--- src/rtl/booth_div_seq.sv ---
// booth_div_seq: sequential signed restoring divider.
//
// Divides a 2*WIDTH-bit signed dividend by a WIDTH-bit signed divisor. The
// divider works on magnitudes and produces one quotient bit per clock. The
// quotient truncates toward zero, and the remainder takes the sign of the
// dividend. This block undoes results from the Booth multiplier.
//
// Ports:
//   clk_i          rising-edge clock
//   reset_i        synchronous, active-high reset
//   start_i        request; sampled only in IDLE
//   dividend_i     signed dividend (2*WIDTH), captured on accepted start
//   divisor_i      signed divisor (WIDTH), captured on accepted start
//   busy_o         high while a division is in progress
//   done_o         one-cycle pulse when results become valid
//   quotient_o     signed quotient, truncated toward zero
//   remainder_o    signed remainder, sign follows dividend
//   overflow_o     true quotient does not fit WIDTH signed bits
//   div_by_zero_o  divisor was zero
//
// state | meaning
// IDLE  | waiting for start_i; outputs hold the last result
// CALC  | 2*WIDTH shift/trial-subtract iterations on magnitudes
// FIX   | apply signs, range check, publish result, pulse done_o

module booth_div_seq #(
    parameter int WIDTH = 8
) (
    input  logic               clk_i,
    input  logic               reset_i,
    input  logic               start_i,
    input  logic [2*WIDTH-1:0] dividend_i,
    input  logic [WIDTH-1:0]   divisor_i,
    output logic               busy_o,
    output logic               done_o,
    output logic [WIDTH-1:0]   quotient_o,
    output logic [WIDTH-1:0]   remainder_o,
    output logic               overflow_o,
    output logic               div_by_zero_o
);

    localparam int DW = 2 * WIDTH;
    localparam int CW = $clog2(DW);
    localparam logic [DW-1:0] LIM_POS = DW'((1 << (WIDTH - 1)) - 1);
    localparam logic [DW-1:0] LIM_NEG = DW'(1 << (WIDTH - 1));

    typedef enum logic [1:0] {
        IDLE,
        CALC,
        FIX
    } state_t;

    state_t          state_q;
    logic [CW-1:0]   cnt_q;
    // dvd_q starts as the dividend magnitude. Quotient bits shift in at
    // the bottom, so it holds the quotient magnitude after 2*WIDTH steps.
    logic [DW-1:0]   dvd_q;
    // The divisor magnitude can reach 2^(WIDTH-1), so it needs WIDTH+1 bits.
    logic [WIDTH:0]  dsr_q;
    // The partial remainder stays below the divisor magnitude, so WIDTH bits
    // are enough.
    logic [WIDTH-1:0] rem_q;
    logic            q_neg_q;
    logic            r_neg_q;
    logic            dz_q;

    logic [WIDTH:0]   shifted;
    logic             q_bit;
    logic [WIDTH-1:0] rem_d;
    logic [DW-1:0]    dvd_d;
    logic [DW-1:0]    dvd_mag_d;
    logic [WIDTH:0]   dsr_mag_d;
    logic             ovf_d;

    always_comb begin
        shifted   = {rem_q, dvd_q[DW-1]};
        q_bit     = (shifted >= dsr_q);
        rem_d     = q_bit ? WIDTH'(shifted - dsr_q) : WIDTH'(shifted);
        dvd_d     = {dvd_q[DW-2:0], q_bit};
        dvd_mag_d = dividend_i[DW-1] ? (DW'(0) - dividend_i) : dividend_i;
        dsr_mag_d = divisor_i[WIDTH-1] ? ((WIDTH + 1)'(0) - {1'b1, divisor_i})
                                       : {1'b0, divisor_i};
        // A negative result may reach one magnitude step further than a
        // positive result.
        ovf_d     = q_neg_q ? (dvd_q > LIM_NEG) : (dvd_q > LIM_POS);
    end

    always_ff @(posedge clk_i) begin
        if (reset_i) begin
            state_q       <= IDLE;
            cnt_q         <= '0;
            dvd_q         <= '0;
            dsr_q         <= '0;
            rem_q         <= '0;
            q_neg_q       <= 1'b0;
            r_neg_q       <= 1'b0;
            dz_q          <= 1'b0;
            busy_o        <= 1'b0;
            done_o        <= 1'b0;
            quotient_o    <= '0;
            remainder_o   <= '0;
            overflow_o    <= 1'b0;
            div_by_zero_o <= 1'b0;
        end else begin
            done_o <= 1'b0;
            case (state_q)
                IDLE: begin
                    if (start_i) begin
                        q_neg_q       <= dividend_i[DW-1] ^ divisor_i[WIDTH-1];
                        r_neg_q       <= dividend_i[DW-1];
                        dvd_q         <= dvd_mag_d;
                        dsr_q         <= dsr_mag_d;
                        rem_q         <= '0;
                        cnt_q         <= '0;
                        dz_q          <= (divisor_i == '0);
                        busy_o        <= 1'b1;
                        overflow_o    <= 1'b0;
                        div_by_zero_o <= 1'b0;
                        state_q       <= (divisor_i == '0) ? FIX : CALC;
                    end
                end
                CALC: begin
                    rem_q <= rem_d;
                    dvd_q <= dvd_d;
                    cnt_q <= cnt_q + 1'b1;
                    if (cnt_q == CW'(DW - 1)) begin
                        state_q <= FIX;
                    end
                end
                FIX: begin
                    if (dz_q) begin
                        quotient_o    <= '0;
                        remainder_o   <= '0;
                        overflow_o    <= 1'b0;
                        div_by_zero_o <= 1'b1;
                    end else begin
                        quotient_o  <= q_neg_q ? WIDTH'(DW'(0) - dvd_q)
                                               : dvd_q[WIDTH-1:0];
                        remainder_o <= r_neg_q ? (WIDTH'(0) - rem_q) : rem_q;
                        overflow_o  <= ovf_d;
                    end
                    done_o  <= 1'b1;
                    busy_o  <= 1'b0;
                    state_q <= IDLE;
                end
                default: state_q <= IDLE;
            endcase
        end
    end

endmodule

--- config.mk ---
export PLATFORM = sky130hd
export DESIGN_NAME = booth_div_seq
export DESIGN_NICKNAME = d
export VERILOG_FILES = /design/src/rtl/booth_div_seq.sv
export SDC_FILE = /design/constraint.sdc
export NUM_CORES = 1
export LEC_CHECK = 0
export BUFFER_PORTS_ARGS = -buffer_cell sky130_fd_sc_hd__buf_2
export CAP_MARGIN = 15
export CELL_PAD_IN_SITES_DETAIL_PLACEMENT = 1
export CELL_PAD_IN_SITES_GLOBAL_PLACEMENT = 1
export CORE_MARGIN = 5
export CORE_UTILIZATION = 46
export DETAILED_ROUTE_END_ITERATION = 10
export GPL_TIMING_DRIVEN = 0
export PLACE_DENSITY_LB_ADDON = 0.08
export SYNTH_ARGS = -nofsm -noshare
export SYNTH_HDL_FRONTEND = slang
export SYNTH_SLANG_ARGS = --single-unit
--- constraint.sdc ---
create_clock -name clk_i -period 5.15 [get_ports clk_i]
set_clock_uncertainty 0.1 [all_clocks]
set_input_delay 0.7725 -clock clk_i [delete_from_list [all_inputs] [get_ports clk_i]]
set_output_delay 0.7725 -clock clk_i [all_outputs]
set_load 0.02 [all_outputs]
==> After elaboration in Yosys (flattened, before gate mapping) <==
Cells that the tools add are included.
Widths: inputs -> output; s select.
{ "word_totals": {"reg_bits": 62, "latch_bits": 0, "ramBits": 0, "romBits": 0, "in_bits": 27, "out_inout_bits": 20, "wordCells": 65, "memories": 0} }
{ "classes": {"addsub": 6, "multipliers": 0, "div": 0, "n_lt_le_gt_ge": 3, "n_eq_ne": 6, "n_shift": 0, "n_mux": 26, "bitwise_logic": 1, "reduce_logical": 9} }
{ "ops": {"columns": ["operator", "n"], "rows": [
  ["$mux 8", 6],
  ["$mux 16", 2],
  ["$pmux 16 s2", 1],
  ["$gt 16x7->1 const B", 1],
  ["$gt 16x8->1 const B", 1],
  ["$pmux 8 s2", 1],
  ["$sub 1x16->16 const A", 1],
  ["$sub 1x8->8 const A", 2],
  ["$ge 9x9->1", 1],
  ["$mux 9", 1],
  ["$sub 1x9->9 const A", 1],
  ["$logic_not 8->1", 1],
  ["$pmux 4 s2", 1],
  ["$reduce_and 2->1", 4],
  ["$sub 8x8->8", 1],
  ["$mux 1", 6],
  ["$mux 2", 3],
  ["$ne 2x2->1 const B", 3],
  ["$pmux 1 s2", 3],
  ["$add 4x1->4 const B", 1],
  ["$eq 4x4->1 const B", 1],
  ["$mux 4", 1],
  ["$pmux 2 s2", 1],
  ["$reduce_bool 2->1", 2],
  ["5 further kinds", 5]
]} }

==> Longest topological paths before layout <==
Gate-level depths: netlist (run 1).
{ "logic_depth": {"depth_word": 4, "mapped_depth": 10, "ltp_nobuf": 10} }

==> Worst setup path before layout (run 1) <==
OpenSTA, ideal clock, no wires.
{ "synth_timing": {"path_type": "input -> register", "start": "input port dividend_i[4]", "end": "register dvd_q[11]", "setup_ps": 133, "arrival_ps": 2094, "required_ps": 4917, "slack_ps": 2823, "stages": 5, "n_path_buf": 0, "path_cell_list": "or4_1 > o41ai_2 > xnor2_1 > a222oi_1 > a211oi_1"} }
{ "synth_between": {"elab_chain_len": 4} }
{ "synth_rtl": {"columns": ["element", "line", "rtl"], "rows": [
  ["start: declaration", "32", "input logic [2*WIDTH-1:0] dividend_i,"],
  ["$sub 1x16->16", "80", "dvd_mag_d = dividend_i[DW-1] ? (DW'(0) - dividend_i) : dividend_i;"],
  ["$mux 16", "80", null],
  ["$mux 16", "108", "if (start_i) begin"],
  ["$pmux 16 s2", "106", "case (state_q)"],
  ["end signal: assignment", "111", "dvd_q <= dvd_mag_d;"],
  ["end signal: assignment", "124", "dvd_q <= dvd_d;"],
  ["end: declaration", "57", "logic [DW-1:0] dvd_q;"]
]} }
No other way between the ends. The select of a mux whose other input is x is not followed.
A chain may end at the register's enable or synchronous reset.

==> Worst setup path after layout (run 1) <==
{ "layout_timing": {"start": "register rem_q[5]", "end": "register rem_q[0]"} }
{ "layout_between": {"elab_chain_len": 3} }
{ "layout_rtl": {"columns": ["element", "line", "rtl"], "rows": [
  ["start: declaration", "62", "logic [WIDTH-1:0] rem_q;"],
  ["start signal: assignment", "123", "rem_q <= rem_d;"],
  ["$ge 9x9->1", "77", "q_bit = (shifted >= dsr_q);"],
  ["$mux 8", "78", "rem_d = q_bit ? WIDTH'(shifted - dsr_q) : WIDTH'(shifted);"],
  ["$pmux 8 s2", "106", null]
]} }
No other way between the ends.

==> summary.md, run 1 <==
| Metric | Value |
|---|---|
| Status | finished clean |
| Die Width | 96.9 um |
| Most frequent cell after synthesis | dfxtp_1 |
| Net Count, Synth | 470 |
| Max Freq | 0.367 GHz |
| CTS Buf Count | 9 |
| Top FF cell, synth | dfxtp_1 |
| Top cells by area, synth | dfxtp_1 36%, xnor2_1 6.5%, nor2_1 5.4%, nand2_1 5.1%, ha_1 5.0% |
| Drt drc | 0 |
| Lkg Pwr | 1.64 nW |
| Slew headroom | 0.466 |
| Worst hold path class | reg2reg |
| Max-Cap Viols | 0 |
| Hold slack | 0.351 ns |
| Final setup viols | 0 |
| First-pass GRT wire length | 16,600 um |
| Async S/R FF share, synth | 0 |
| Port bufs | 45 |
| Routed Wire Length | 9700 um |
| Core Region | 7290 sq um |
| Yosys warning total | 0 |
| CP startpoint kind | flip-flop |
| Vias per cell | 5.65 |
| Dpl hpwl | 7480 um |
| Number of cell rows | 31 |
| Wire length per cell | 16.5 um |
| N_diodes | 0 |
| Post-synth EDFFs | 0 |
| Clock sink count | 62 |
| Nets | 526 |
| Chip height | 96.9 um |
| CTS max path bufs | 2 |
| GPL Wtd Cong | 0.837 |
| Vias in the first global route | 3,448 |
| Non-filler cells, final | 588 |
| Core Util, Final | 0.557 |
| Sequential area share after synthesis | 0.357 |
| Area Growth Syn to Fin | 16.7% |
| Gates resized, CTS repair | 0 |
| Final ANT Viol Nets | 0 |
| Total Routing Usage GR | 0.214 |
| Slew Limit Fails | 0 |
| Detailed-route via count | 3,324 |
| Pre-CTS setup slack | 2.45 ns |
| Top post-synthesis cells by count | 62 x dfxtp_1, 50 x nor2_1, 47 x nand2_1 |
| Pre-antenna DRT Iters | 4 |
| Die area | 9400 sq um |
| Area of the multi-input gates | 2050 sq um |
| Root buffer selected by CTS | clkbuf_8 |
| Mapped Area | 3480 sq um |
| Largest net degree at the start of global routing | 12 |
| Fin. Hold Viols | 0 |
| Minimum clock period after layout | 2.73 ns |
| 1st-iter DRT viols | 184 |
| #FFs+latches synth | 62 |
| Filler cell count in the final layout | 932 |
| Setup WS post-layout | 2.42 ns |
| CTS tree | yes |
| Tightest Pin Transition | 0.798 ns |
| Post-route cell area | 4060 sq um |
| Io pins | 47 |
| Clock transition at the registers of the reported paths | 0.07 ns |
| Setup Fix Bufs, Post-CTS | 0 |
| CTS H-tree lvls | 3 |
| Critical path arrival | 2.90 ns |
| Register area | 1240 sq um |
| Final worst-path cycle share | 0.530 |
| CTS Hold Buffers Added | 0 |
| Worst Path Required | 5.33 ns |
| Synth top area share | 0.357 |
| Placed cells | 572 |
| Clk_lat worst skew | 0.35 ns |
| Initial antenna violation count | 0 |
| Initial Utilization | 0.477 |
| Grt total ovfl | 0 |
| Setup TNS | 0 ns |
| Worst VDD drop | 0.114 mV |
| CP Max Fanout | 10 |
| Power density cells | 345 nW/um^2 |
| Total chip power | 1.40 mW |
| Setup CP Type | reg2reg |
| Synth cell types | 49 |
| Post-synthesis instance total | 428 |
| Largest area contributor in the netlist | dfxtp_1 |
| Dpl cell area | 3830 sq um |
| RSZ-0062 raised after global routing | no |
| Flop-to-flop setup slack | 2.42 ns |
| Layout cell share with drive strength beyond 1 | 0.141 |
| Crit end category | flip-flop |
| Syn Area/Cell | 8.12 sq um |
## per-layer routing
layer	global-route usage	vias to the layer above	share of wire
met2	0.340	68	0.46
met1	0.286	1612	0.49
met4	0.0616	0	0.011
li1	-	1636	-
met3	0.0525	8	0.038
met5	0	-	0
## cell families (layout without fill, tap and decap cells)
family | after synthesis | after routing | synth area share
and+or+nand+nor | 146 | 146 | 0.192
xor gates and xnor gates | 36 | 36 | 0.0907
adders and majority gates | 15 | 15 | 0.0561
DFF | 62 | 62 | 0.357
buffers and inverters | 47 | 108 | 0.0529
AOI/OAI and AO/OA | 113 | 113 | 0.225
muxes | 9 | 9 | 0.0263
## cells in the final DEF, fill, tap and decap left out, types with 2 or more instances in the layout
cell type,synthesis,layout
a31oi_1,2,2
or4_1,2,2
dfxtp_1,62,62
a211oi_1,11,11
xor2_1,10,10
clkbuf_1,22,22
a22oi_1,13,13
bufinv_16,0,2
nor3_1,11,11
nand4_1,2,2
clkbuf_8,0,11
o221ai_1,11,11
ha_1,14,14
a221oi_1,3,3
o31ai_1,7,7
nand3_1,4,4
or3_1,3,3
nand2b_1,6,6
o21ai_0,14,14
a21oi_1,30,30
nor2b_1,6,6
mux2i_1,8,8
o21a_1,2,2
nor4_1,7,7
o211ai_1,2,2
o41ai_1,2,2
inv_1,24,24
buf_2,0,45
nand2_1,47,47
xnor2_1,26,26
or2_2,3,3
a21o_1,4,4
a32oi_1,2,2
nor2_1,50,50
## sequential cells by signal, indices dropped and copies added, names as in the netlist, 2 cells and up
signal / count
dsr_q: 9
rem_q: 8
quotient_o: 8
dvd_q: 16
cnt_q: 4
remainder_o: 8
state_q: 2
## cell type report
type | instances | share of cell area
timing repair buffer | 45 | 0.0555
tap | 99 | 0.0305
sequential | 62 | 0.306
clock inverter | 5 | 0.0200
multi-input combinational | 319 | 0.506
clock buffer | 11 | 0.0373
buffer | 23 | 0.0231
inverter | 24 | 0.0222
## critical path: stages, from the launching register on
cell      delay (ns)
dfxtp_1         0.47
ha_1            0.35
a21o_1          0.19
a21oi_1         0.19
o211ai_1        0.13
a31oi_2         0.69
mux2_2          0.41
o21ai_0         0.13
## where the power goes
part	internal, mW	switching (mW)	leakage (nW)
sequential	0.512	0.0332	0.506
combinational	0.148	0.206	1.02
clock	0.299	0.204	0.116
## path summary, 6_finish.rpt
path | start | endpoint | depth (start not counted)
max | rem_q[5] | rem_q[0] | 7
min | dsr_q[8] | dsr_q[8] | 2
max reg2reg | rem_q[5] | rem_q[0] | 7
min reg2reg | dsr_q[8] | dsr_q[8] | 2
No activity file was read; power rests on OpenSTA's default activity.
==> run 2, diff against run 1 <==
--- a/config.mk
+++ b/config.mk
@@ -10,7 +10,7 @@
 export CELL_PAD_IN_SITES_DETAIL_PLACEMENT = 1
 export CELL_PAD_IN_SITES_GLOBAL_PLACEMENT = 1
 export CORE_MARGIN = 5
-export CORE_UTILIZATION = 46
+export CORE_UTILIZATION = 39
 export DETAILED_ROUTE_END_ITERATION = 10
 export GPL_TIMING_DRIVEN = 0
 export PLACE_DENSITY_LB_ADDON = 0.08
==> constraint.sdc (replaced) <==
create_clock -name clk_i -period 2.4 [get_ports clk_i]
set_clock_uncertainty 0.1 [all_clocks]
set_input_delay 0.36 -clock clk_i [delete_from_list [all_inputs] [get_ports clk_i]]
set_output_delay 0.36 -clock clk_i [all_outputs]
set_load 0.02 [all_outputs]
==> run 2 against run 1 <==
  * Worst setup slack got worse by 2.3 ns
  * Sequential share of layout area increased by 0.10 points
  * Flip-flop and latch count unchanged
  * Critical endpoint is now rem_q[7]
  * Total power increased by 98%
  * Non-clock buffer count increased by 2
  * Largest cell class unchanged
==> summary.md, run 2 (synthesis gave the netlist of run 1 again) <==
| Metric | Value |
|---|---|
| Final ANT Viol Nets | 0 |
| Vias in the first global route | 3,370 |
| CP startpoint kind | flip-flop |
| CTS max path bufs | 2 |
| Clock transition at the registers of the reported paths | 0.06 ns |
| Max reg flops | 16 |
| Wire length per cell | 16.4 um |
| Initial antenna violation count | 0 |
| Grt total ovfl | 0 |
| Clk_lat worst skew | 0.33 ns |
| Fin. Hold Viols | 0 |
| Total Routing Usage GR | 0.188 |
| Layout cell share with drive strength beyond 1 | 0.155 |
| Worst hold path class | in2reg |
| Initial Utilization | 0.399 |
| Largest regs | dvd_q (16), dsr_q (9) |
| Number of cell rows | 34 |
| Max Freq | 0.434 GHz |
| Area Growth Syn to Fin | 16.7% |
| RSZ-0062 raised after global routing | no |
| Core Util, Final | 0.465 |
| Worst Path Required | 2.53 ns |
| Biggest register | dvd_q |
| Max-Cap Viols | 0 |
| Most common cell after layout, fill and taps aside | dfxtp_1 |
| Setup TNS | 0 ns |
| Setup CP Type | reg2reg |
| Total chip power | 2.77 mW |
| Tightest Pin Transition | 0.693 ns |
| 1st-iter DRT viols | 122 |
| Io pins | 47 |
| GPL Wtd Cong | 0.766 |
| Area of the multi-input gates | 2090 sq um |
| Dpl hpwl | 7650 um |
| Minimum clock period after layout | 2.31 ns |
| Clock sink count | 62 |
| Worst VDD drop | 0.229 mV |
| Detailed-route via count | 3,239 |
| CTS tree | yes |
| Power density cells | 684 nW/um^2 |
| Core Region | 8720 sq um |
| Lkg Pwr | 1.62 nW |
| Placed cells | 581 |
| Routed Wire Length | 9840 um |
| Register area | 1240 sq um |
| CTS Hold Buffers Added | 0 |
| Die area | 10,900 sq um |
| Crit end category | flip-flop |
| Status | finished clean |
| CP Max Fanout | 6 |
| Vias per cell | 5.42 |
| Slew headroom | 0.536 |
| Pre-antenna DRT Iters | 6 |
| Final worst-path cycle share | 0.961 |
| Die Width | 104 um |
| Chip height | 104 um |
| Final setup viols | 0 |
| Slew Limit Fails | 0 |
| First-pass GRT wire length | 17,000 um |
| Nets | 528 |
| Largest net degree at the start of global routing | 11 |
| N_diodes | 0 |
| Port bufs | 45 |
| Root buffer selected by CTS | clkbuf_8 |
| Critical path arrival | 2.43 ns |
| Most frequent cells in the layout | 59 x dfxtp_1, 50 x nor2_1, 47 x nand2_1 |
| Non-filler cells, final | 598 |
| Drt drc | 0 |
| CTS Buf Count | 9 |
| Filler cell count in the final layout | 1,083 |
| CTS H-tree lvls | 3 |
-- run 2: cell count changes in the layout (fill, tap and decap cells not counted), sizes merged --
cell,change
buf,+2
bufinv,-2
clkbuf,+2
clkinvlp,-1
-- run 2: per-layer routing --
layer,track usage,share of wire
met5,0,0
met4,0.0731,0.018
met3,0.0255,0.029
met2,0.287,0.46
met1,0.267,0.50
-- run 2: final cells by class --
cell class | instances | share of cell area
clock inverter | 2 | 0.00247
multi-input combinational | 319 | 0.516
inverter | 24 | 0.0222
buffer | 23 | 0.0231
timing repair buffer | 47 | 0.0623
clock buffer | 13 | 0.0342
sequential | 62 | 0.307
tap | 108 | 0.0333
-- run 2: through the flow --
stage                     setup WS (ns)  instance area (sq um)  hold slack, ns
after CTS                        0.0366                   4020           0.206
after detailed placement         -0.339                   3840           0.345
after floorplan                   0.108                   3480           0.330
after global placement           -0.270                   3840           0.337
after global routing           0.000470                   4060           0.242
final                            0.0939                   4060           0.228
-- run 2: worst paths after layout --
kind	cells past startpoint	slack [ns]	to	startpoint
worst min-delay path	3	0.23	dsr_q[0]	divisor_i[0]
worst min register to register	2	0.35	quotient_o[7]	quotient_o[7]
worst max-delay path	6	0.09	rem_q[7]	rem_q[1]
worst max register to register	6	0.09	rem_q[7]	rem_q[1]
-- run 2: timing repair --
item                       CTS  global route
gates resized for setup      3             9
setup endpoints to repair    9             8
buffers inserted             2             0
pin swaps                    1             2
-- run 2: where the power goes --
group          leakage [nW]  switching (mW)  internal (mW)  total [mW]
registers             0.507          0.0708           1.10        1.17
logic                  1.03           0.468          0.383       0.851
clock network        0.0773           0.386          0.367       0.753
total                  1.62           0.925           1.85        2.77
-- run 2: critical path: stages (launching register included) --
cell,delay [ns]
dfxtp_1,0.37
ha_2,0.41
nand3_1,0.12
o211ai_1,0.28
a31oi_4,0.17
or4_1,0.56
a22o_1,0.19
